[src/rtl/id_hazard_scoreboard_if.sv]
// Decode-side hazard interface for id_hazard_scoreboard.
//   master : decode stage (drives the instruction description, reads controls)
//   slave  : id_hazard_scoreboard (reads the instruction, drives controls)
// Signals:
//   id_valid/id_des/id_load  decode instruction, destination (0 = none), is-load
//   ra/rb, use_a/use_b       source indices and their read enables
//   syscall, flush           syscall in decode, taken jump/branch kill
//   stall, bubble            IF/ID hold, ID/EX clear
//   fwd_a/fwd_b              0 = regfile, k = forward from stage k
//   lu_stalls/sys_stalls     stall-cycle statistics (0 unless STALL_STATS_EN)
// SW must equal the SW of the attached scoreboard.
interface id_hazard_scoreboard_if #(
  parameter int unsigned RW = 5,
  parameter int unsigned SW = 2
);
  logic          id_valid;
  logic [RW-1:0] id_des;
  logic          id_load;
  logic [RW-1:0] ra;
  logic [RW-1:0] rb;
  logic          use_a;
  logic          use_b;
  logic          syscall;
  logic          flush;
  logic          stall;
  logic          bubble;
  logic [SW-1:0] fwd_a;
  logic [SW-1:0] fwd_b;
  logic [31:0]   lu_stalls;
  logic [31:0]   sys_stalls;

  modport master (
    output id_valid, id_des, id_load, ra, rb, use_a, use_b, syscall, flush,
    input  stall, bubble, fwd_a, fwd_b, lu_stalls, sys_stalls
  );

  modport slave (
    input  id_valid, id_des, id_load, ra, rb, use_a, use_b, syscall, flush,
    output stall, bubble, fwd_a, fwd_b, lu_stalls, sys_stalls
  );
endinterface

[src/rtl/id_hazard_scoreboard.sv]
// Decode-stage hazard and forwarding controller.
// Tracks {valid, dest, load} of the instructions in EX..WB in a shadow pipe and
// derives stall/bubble, per-operand forwarding selects and a syscall drain FSM.
// Ports:
//   clk  system clock
//   rst  synchronous active-high reset
//   bus  id_hazard_scoreboard_if.slave (decode instruction in, controls out)
// Optional feature: define STALL_STATS_EN to build the saturating lu_stalls /
// sys_stalls counters; otherwise both outputs are tied to 0.
module id_hazard_scoreboard #(
  parameter int unsigned RW       = 5,
  parameter int unsigned STAGES   = 3,
  parameter int unsigned LOAD_LAT = 1,
  parameter int unsigned SYS_RA   = 2,
  parameter int unsigned SYS_RB   = 4,
  parameter int unsigned SW       = $clog2(STAGES + 1)
) (
  input logic                   clk,
  input logic                   rst,
  id_hazard_scoreboard_if.slave bus
);

  typedef enum logic {StIdle, StDrain} state_e;

  localparam logic [RW-1:0] SysRa = RW'(SYS_RA);
  localparam logic [RW-1:0] SysRb = RW'(SYS_RB);

  // Shadow pipe; index k holds stage k+1. Load flags are only needed while a
  // load still cannot forward, so only LOAD_LAT of them are kept.
  logic [STAGES-1:0]   v_q;
  logic [RW-1:0]       des_q [STAGES];
  logic [LOAD_LAT-1:0] ld_q;

  logic [RW-1:0]     src_a, src_b;
  logic              use_a_eff, use_b_eff;
  logic [STAGES-1:0] match_a, match_b, match_sys;
  logic [SW-1:0]     fwd_a, fwd_b, drain_len;
  logic              lu_raw, lu, sys_hazard, sys_stall, stall;

  state_e        state_q, state_d;
  logic [SW-1:0] cnt_q, cnt_d;

  // Per-stage source matches; register 0 never matches.
  always_comb begin
    src_a     = bus.syscall ? SysRa : bus.ra;
    src_b     = bus.syscall ? SysRb : bus.rb;
    use_a_eff = bus.syscall | bus.use_a;
    use_b_eff = bus.syscall | bus.use_b;
    match_a   = '0;
    match_b   = '0;
    match_sys = '0;
    for (int k = 0; k < STAGES; k++) begin
      match_a[k]   = v_q[k] && (des_q[k] != '0) && (des_q[k] == src_a) && use_a_eff;
      match_b[k]   = v_q[k] && (des_q[k] != '0) && (des_q[k] == src_b) && use_b_eff;
      match_sys[k] = v_q[k] && (des_q[k] != '0) && ((des_q[k] == SysRa) || (des_q[k] == SysRb));
    end
  end

  // Oldest-to-youngest scan so the youngest producer wins the select.
  always_comb begin
    fwd_a     = '0;
    fwd_b     = '0;
    drain_len = '0;
    lu_raw    = 1'b0;
    for (int k = int'(STAGES) - 1; k >= 0; k--) begin
      if (match_a[k])   fwd_a = SW'(k + 1);
      if (match_b[k])   fwd_b = SW'(k + 1);
      // Cycles until the youngest producer has left WB: STAGES + 1 - kmin.
      if (match_sys[k]) drain_len = SW'(int'(STAGES) - k);
    end
    for (int k = 0; k < LOAD_LAT; k++) begin
      if (ld_q[k] && (match_a[k] || match_b[k])) lu_raw = 1'b1;
    end
    // Syscalls read their operands only after the drain, never via bypass.
    if (bus.syscall) begin
      fwd_a = '0;
      fwd_b = '0;
    end
  end

  assign sys_hazard = bus.syscall && bus.id_valid && !bus.flush && (|match_sys);

  // Syscall drain FSM: state register.
  always_ff @(posedge clk) begin
    if (rst) begin
      state_q <= StIdle;
      cnt_q   <= '0;
    end else begin
      state_q <= state_d;
      cnt_q   <= cnt_d;
    end
  end

  // Syscall drain FSM: next state. The IDLE cycle is the first stall cycle, so
  // DRAIN covers the remaining drain_len - 1 cycles and leaves once the
  // decremented count reaches 1. A one-cycle drain never enters DRAIN.
  always_comb begin
    state_d = state_q;
    cnt_d   = cnt_q;
    unique case (state_q)
      StIdle: begin
        if (sys_hazard) begin
          cnt_d = drain_len;
          if (drain_len > SW'(1)) state_d = StDrain;
        end
      end
      StDrain: begin
        if (bus.flush) begin
          state_d = StIdle;
          cnt_d   = '0;
        end else begin
          cnt_d = cnt_q - SW'(1);
          if (cnt_d == SW'(1)) state_d = StIdle;
        end
      end
      default: begin
        state_d = StIdle;
        cnt_d   = '0;
      end
    endcase
  end

  // Syscall drain FSM and hazard outputs; flush overrides every stall source.
  always_comb begin
    sys_stall = 1'b0;
    unique case (state_q)
      StIdle:  sys_stall = sys_hazard;
      StDrain: sys_stall = !bus.flush;
      default: sys_stall = 1'b0;
    endcase
    lu    = lu_raw && !bus.flush;
    stall = lu || sys_stall;
  end

  always_ff @(posedge clk) begin
    if (rst) begin
      v_q  <= '0;
      ld_q <= '0;
      for (int k = 0; k < STAGES; k++) des_q[k] <= '0;
    end else begin
      v_q[0]   <= bus.id_valid && !stall && !bus.flush;
      des_q[0] <= bus.id_des;
      ld_q[0]  <= bus.id_load;
      for (int k = 1; k < STAGES; k++) begin
        v_q[k]   <= v_q[k-1];
        des_q[k] <= des_q[k-1];
      end
      for (int k = 1; k < LOAD_LAT; k++) ld_q[k] <= ld_q[k-1];
    end
  end

  assign bus.stall  = stall;
  assign bus.bubble = stall || bus.flush;
  assign bus.fwd_a  = fwd_a;
  assign bus.fwd_b  = fwd_b;

`ifdef STALL_STATS_EN
  logic [31:0] lu_cnt_q, sys_cnt_q;

  always_ff @(posedge clk) begin
    if (rst) begin
      lu_cnt_q  <= '0;
      sys_cnt_q <= '0;
    end else begin
      if (lu && (lu_cnt_q != '1))         lu_cnt_q  <= lu_cnt_q + 32'd1;
      if (sys_stall && (sys_cnt_q != '1)) sys_cnt_q <= sys_cnt_q + 32'd1;
    end
  end

  assign bus.lu_stalls  = lu_cnt_q;
  assign bus.sys_stalls = sys_cnt_q;
`else
  assign bus.lu_stalls  = '0;
  assign bus.sys_stalls = '0;
`endif

endmodule

[src/flat_wrapper.sv]
// flat-port wrapper written by rule: the top's interface ports become plain ports
module id_hazard_scoreboard_flat 
#(
  parameter int unsigned RW       = 5,
  parameter int unsigned STAGES   = 3,
  parameter int unsigned LOAD_LAT = 1,
  parameter int unsigned SYS_RA   = 2,
  parameter int unsigned SYS_RB   = 4,
  parameter int unsigned SW       = $clog2(STAGES + 1)
)
  (clk, rst, bus_id_valid, bus_id_des, bus_id_load, bus_ra, bus_rb, bus_use_a, bus_use_b, bus_syscall, bus_flush, bus_stall, bus_bubble, bus_fwd_a, bus_fwd_b, bus_lu_stalls, bus_sys_stalls);
  id_hazard_scoreboard_if #(.RW(RW), .SW(SW)) bus_i ();
  input logic clk;
  input logic rst;
  input wire logic [$bits(bus_i.id_valid)-1:0] bus_id_valid;
  input wire logic [$bits(bus_i.id_des)-1:0] bus_id_des;
  input wire logic [$bits(bus_i.id_load)-1:0] bus_id_load;
  input wire logic [$bits(bus_i.ra)-1:0] bus_ra;
  input wire logic [$bits(bus_i.rb)-1:0] bus_rb;
  input wire logic [$bits(bus_i.use_a)-1:0] bus_use_a;
  input wire logic [$bits(bus_i.use_b)-1:0] bus_use_b;
  input wire logic [$bits(bus_i.syscall)-1:0] bus_syscall;
  input wire logic [$bits(bus_i.flush)-1:0] bus_flush;
  output wire logic [$bits(bus_i.stall)-1:0] bus_stall;
  output wire logic [$bits(bus_i.bubble)-1:0] bus_bubble;
  output wire logic [$bits(bus_i.fwd_a)-1:0] bus_fwd_a;
  output wire logic [$bits(bus_i.fwd_b)-1:0] bus_fwd_b;
  output wire logic [$bits(bus_i.lu_stalls)-1:0] bus_lu_stalls;
  output wire logic [$bits(bus_i.sys_stalls)-1:0] bus_sys_stalls;
  assign bus_i.id_valid = bus_id_valid;
  assign bus_i.id_des = bus_id_des;
  assign bus_i.id_load = bus_id_load;
  assign bus_i.ra = bus_ra;
  assign bus_i.rb = bus_rb;
  assign bus_i.use_a = bus_use_a;
  assign bus_i.use_b = bus_use_b;
  assign bus_i.syscall = bus_syscall;
  assign bus_i.flush = bus_flush;
  assign bus_stall = bus_i.stall;
  assign bus_bubble = bus_i.bubble;
  assign bus_fwd_a = bus_i.fwd_a;
  assign bus_fwd_b = bus_i.fwd_b;
  assign bus_lu_stalls = bus_i.lu_stalls;
  assign bus_sys_stalls = bus_i.sys_stalls;
  id_hazard_scoreboard #(.RW(RW), .STAGES(STAGES), .LOAD_LAT(LOAD_LAT), .SYS_RA(SYS_RA), .SYS_RB(SYS_RB), .SW(SW)) u_core (.clk(clk), .rst(rst), .bus(bus_i));
endmodule
[config.mk]
export PLATFORM = sky130hd
export DESIGN_NAME = id_hazard_scoreboard_flat
export DESIGN_NICKNAME = d
export VERILOG_FILES = /design/src/rtl/id_hazard_scoreboard_if.sv /design/src/rtl/id_hazard_scoreboard.sv /design/src/flat_wrapper.sv
export SDC_FILE = /design/constraint.sdc
export NUM_CORES = 1
export LEC_CHECK = 0
export ABC_AREA = 1
export CORE_UTILIZATION = 42
export DETAILED_ROUTE_END_ITERATION = 8
export PLACE_DENSITY = 0.81
export SLEW_MARGIN = 10
export SYNTH_ARGS = -nofsm -noshare
export SYNTH_HDL_FRONTEND = slang
export SYNTH_SLANG_ARGS = --single-unit
[constraint.sdc]
create_clock -name clk -period 1.6 [get_ports clk]
set_input_delay 0.32 -clock clk [delete_from_list [all_inputs] [get_ports clk]]
set_output_delay 0.32 -clock clk [all_outputs]
set_load 0.02 [all_outputs]
==> impl_metrics.toml <==
[critical_path]
worstSetupEndpoint = "bus_stall"
r2r_setup_slack_ns = -0.16
start_kind = "register"
crit_arrival_ns = 1.61
r2r-end = "u_core.cnt_q[1]"
reg2reg_depth = 12
path_class = "reg -> out"
worstPathRequired_ns = 1.28
crit-reg2reg-launch = "u_core.des_q[0][0]"
worstPathMaxFanout = 5
cp-startpoint = "u_core.des_q[0][1]"
crit_path_end_kind = "output port"

[power]
pwr-share-clk_pct = 26.8
p_leak_nw = 1.41
seq_power_share_pct = 39.4
ir_worst_vdd_v = 0.000542
p_sw_share_pct = 35.2
p_int_mw = 0.974
combPwrFrac_pct = 33.8
switchingPower_mw = 0.529
p_per_area_nw_per_um2 = 546

[floorplanning]
die_h_um = 71.2
io_pins = 93
die_w_um = 71.2
start_util_pct = 45.0
core_area_um2 = 4470
fp-row-count = 24
die_area_um2 = 5070

[route]
dr_total_vias = 1983
routed_wl_mm = 5.08
drc_errors = 9
wire_per_inst_um = 11.4
dr.first_iter.drc_count = 177
ant_nets = 0
drtPass1Iterations = 7
routed_via_density = 4.44

[clock_network]
htreeDepth = 1
clock_path_buffers = 2
cts.sinks = 22
clk_pin_slew_worst_paths_ns = 0.08
cts_tree = "done"
ctsHoldBuffers = 0
cts_buffers = 3
clkLatencyLatePin_ns = 0.27
root_buffer = "clkbuf_8"

[hold_path]
hold_path.class = "reg -> reg"

[cells_and_area]
nNetsFinal = 420
fin_cells = 447
drive_above_1_share_pct = 37.0
area_growth_pct = 36.9
fill_cells = 418
diodes = 0
final_cell_mix = "conb_1 (64), nand2_1 (55), buf_4 (53), nor2_1 (41), inv_1 (30)"
final_common_cell = "conb_1"

[timing]
setup_violations = 8
rsz0062_at_grt = "yes"
maxSlewViolCount = 0
fin_crit_sh_pct = 121
hold_ws_ns = 0.489
timing.setup.tns_ns = -1.88
finClkSkew_ns = 0.00117
clock.fmax_ghz = 0.517
finalHoldViolations = 0
post-route-min-period_ns = 1.93
worst_slack_ns = -0.334

[place]
gp_congestion = 0.933
dp_hpwl_mm = 3.58
portBuffers = 28
placed_cells = 423

[global_route]
grt_pass1_wl_mm = 7.72
grt_pass1_vias = 1743
grt_max_degree = 19
grt-ovfl-total = 0
antenna_found_initial = 0
track_usage_pct = 19.6

[yosys]
ys_seq_area_share_pct = 21.9
ys_ff_latch = 22
yosys_warnings = 0
synthCells = 312
synthDistinctLibCells = 28
avgSynthCellArea_um2 = 6.45
syn_area_um2 = 2010

[job]
cap_viol_max_count = 0

[outcome]
outcome = "complete, but fails checks"
violations = "DRC, setup timing"
-- state kept, by name (all words and copies together) (netlist names) --
register and cells:
u_core.des_q 15, u_core.v_q 3, u_core.cnt_q 2, u_core.ld_q 1, u_core.state_q 1
-- worst max-delay path: stages (launching register included) --
cell and delay (ns):
dfxtp_2 0.42, nor2_4 0.06, nand3_1 0.09, nand2_2 0.08, nor2_1 0.15, nand2_2 0.09, nand2_2 0.09, nand2_2 0.07
a21oi_2 0.14, buf_4 0.15
-- logic make-up (layout without fill, tap and decap cells) --
kind of cell	Yosys count	in the layout	share of synthesized area (%)
buffers and inverters	106	126	32.6
adders and majority gates	1	1	0.621
AOI/OAI and AO/OA	18	18	4.91
and+or+nand+nor	155	155	35.1
DFF	22	22	21.9
other	1	64	0.186
xor gates and xnor gates	9	9	4.66
-- cells in the mapped netlist --
master    number  area [µm²]
buf_4         64         480
nand2_1       64         240
nor2_1        49         184
inv_1         36         135
dfxtp_1       22         440
nand3_1       20         100
a21oi_1       13        65.1
xor2_1         7        61.3
nor2_2         5        31.3
nand2_2        4        25.0
nand3_2        4        40.0
nor3_1         3        15.0
a21oi_2        2        17.5
clkbuf_1       2        7.51
inv_2          2        7.51
o21ai_0        2        10.0
xor2_2         2        32.5
a31oi_1        1        6.26
and2_1         1        6.26
buf_6          1        11.3
buf_8          1        15.0
conb_1         1        3.75
ha_1           1        12.5
nand2_8        1        20.0
nand3b_1       1        7.51
nand4_1        1        6.26
nor2_4         1        11.3
nor2_8         1        20.0
-- stage by stage --
stage | util [%] | total power, mW | area, µm² | setup WS, ns
2_1_floorplan | - | 1.01 | 2260 | -0.0147
3_3_place_gp | 53.4 | 1.05 | 2390 | -1.15
3_5_place_dp | 53.4 | 1.05 | 2390 | -1.17
4_1_cts | 59.8 | 1.48 | 2680 | -0.293
5_1_grt | 61.6 | 1.58 | 2760 | -0.399
6_report | 61.6 | 1.50 | 2760 | -0.334
-- metal layers --
layer	up-vias	global-route usage, %	share of wire, %
met5	-	0	0
met4	0	7.33	2.0
met3	9	2.11	7.4
met2	98	34.1	50
met1	887	25.1	40
li1	989	-	-
-- power groups by stage --
stage,clock [mW],combinational [mW],sequential (mW)
after global placement,0,0.447,0.599
after global routing,0.435,0.551,0.594
after CTS,0.413,0.482,0.589
after detailed placement,0,0.449,0.599
final,0.403,0.509,0.592
after floorplan,0,0.412,0.596
-- repair_timing --
action | CTS | global route
gates resized for setup | 103 | 18
buffers inserted | 14 | 4
pin swaps | 25 | 11
endpoints found under the hold margin | 0 | 0
cloned | 2 | 0
setup endpoints to repair | 7 | 9
-- area by class of cell --
type | instances | area [µm²] | share of cell area [%]
inverters | 38 | 148 | 5.36
well taps | 52 | 65.1 | 2.36
flip-flops and latches | 22 | 464 | 16.8
clock buffers | 4 | 55.1 | 2.00
repair inverters | 1 | 7.51 | 0.272
multi-input cells | 247 | 1300 | 47.2
repair buffers | 83 | 714 | 25.9
-- worst min path at each step --
| stage | startpoint | end | slack (ns) | depth (start not counted) |
|---|---|---|---|---|
| after floorplan | u_core.v_q[0] | u_core.v_q[1] | 0.42 | 2 |
| after global placement | u_core.des_q[0][8] | u_core.des_q[0][13] | 0.46 | 2 |
| after detailed placement | u_core.des_q[0][8] | u_core.des_q[0][13] | 0.47 | 2 |
| after CTS | u_core.des_q[0][8] | u_core.des_q[0][13] | 0.48 | 2 |
| after global routing | u_core.des_q[0][8] | u_core.des_q[0][13] | 0.51 | 2 |
| final | u_core.des_q[0][8] | u_core.des_q[0][13] | 0.49 | 2 |
No activity file was read; power rests on OpenSTA's default activity.
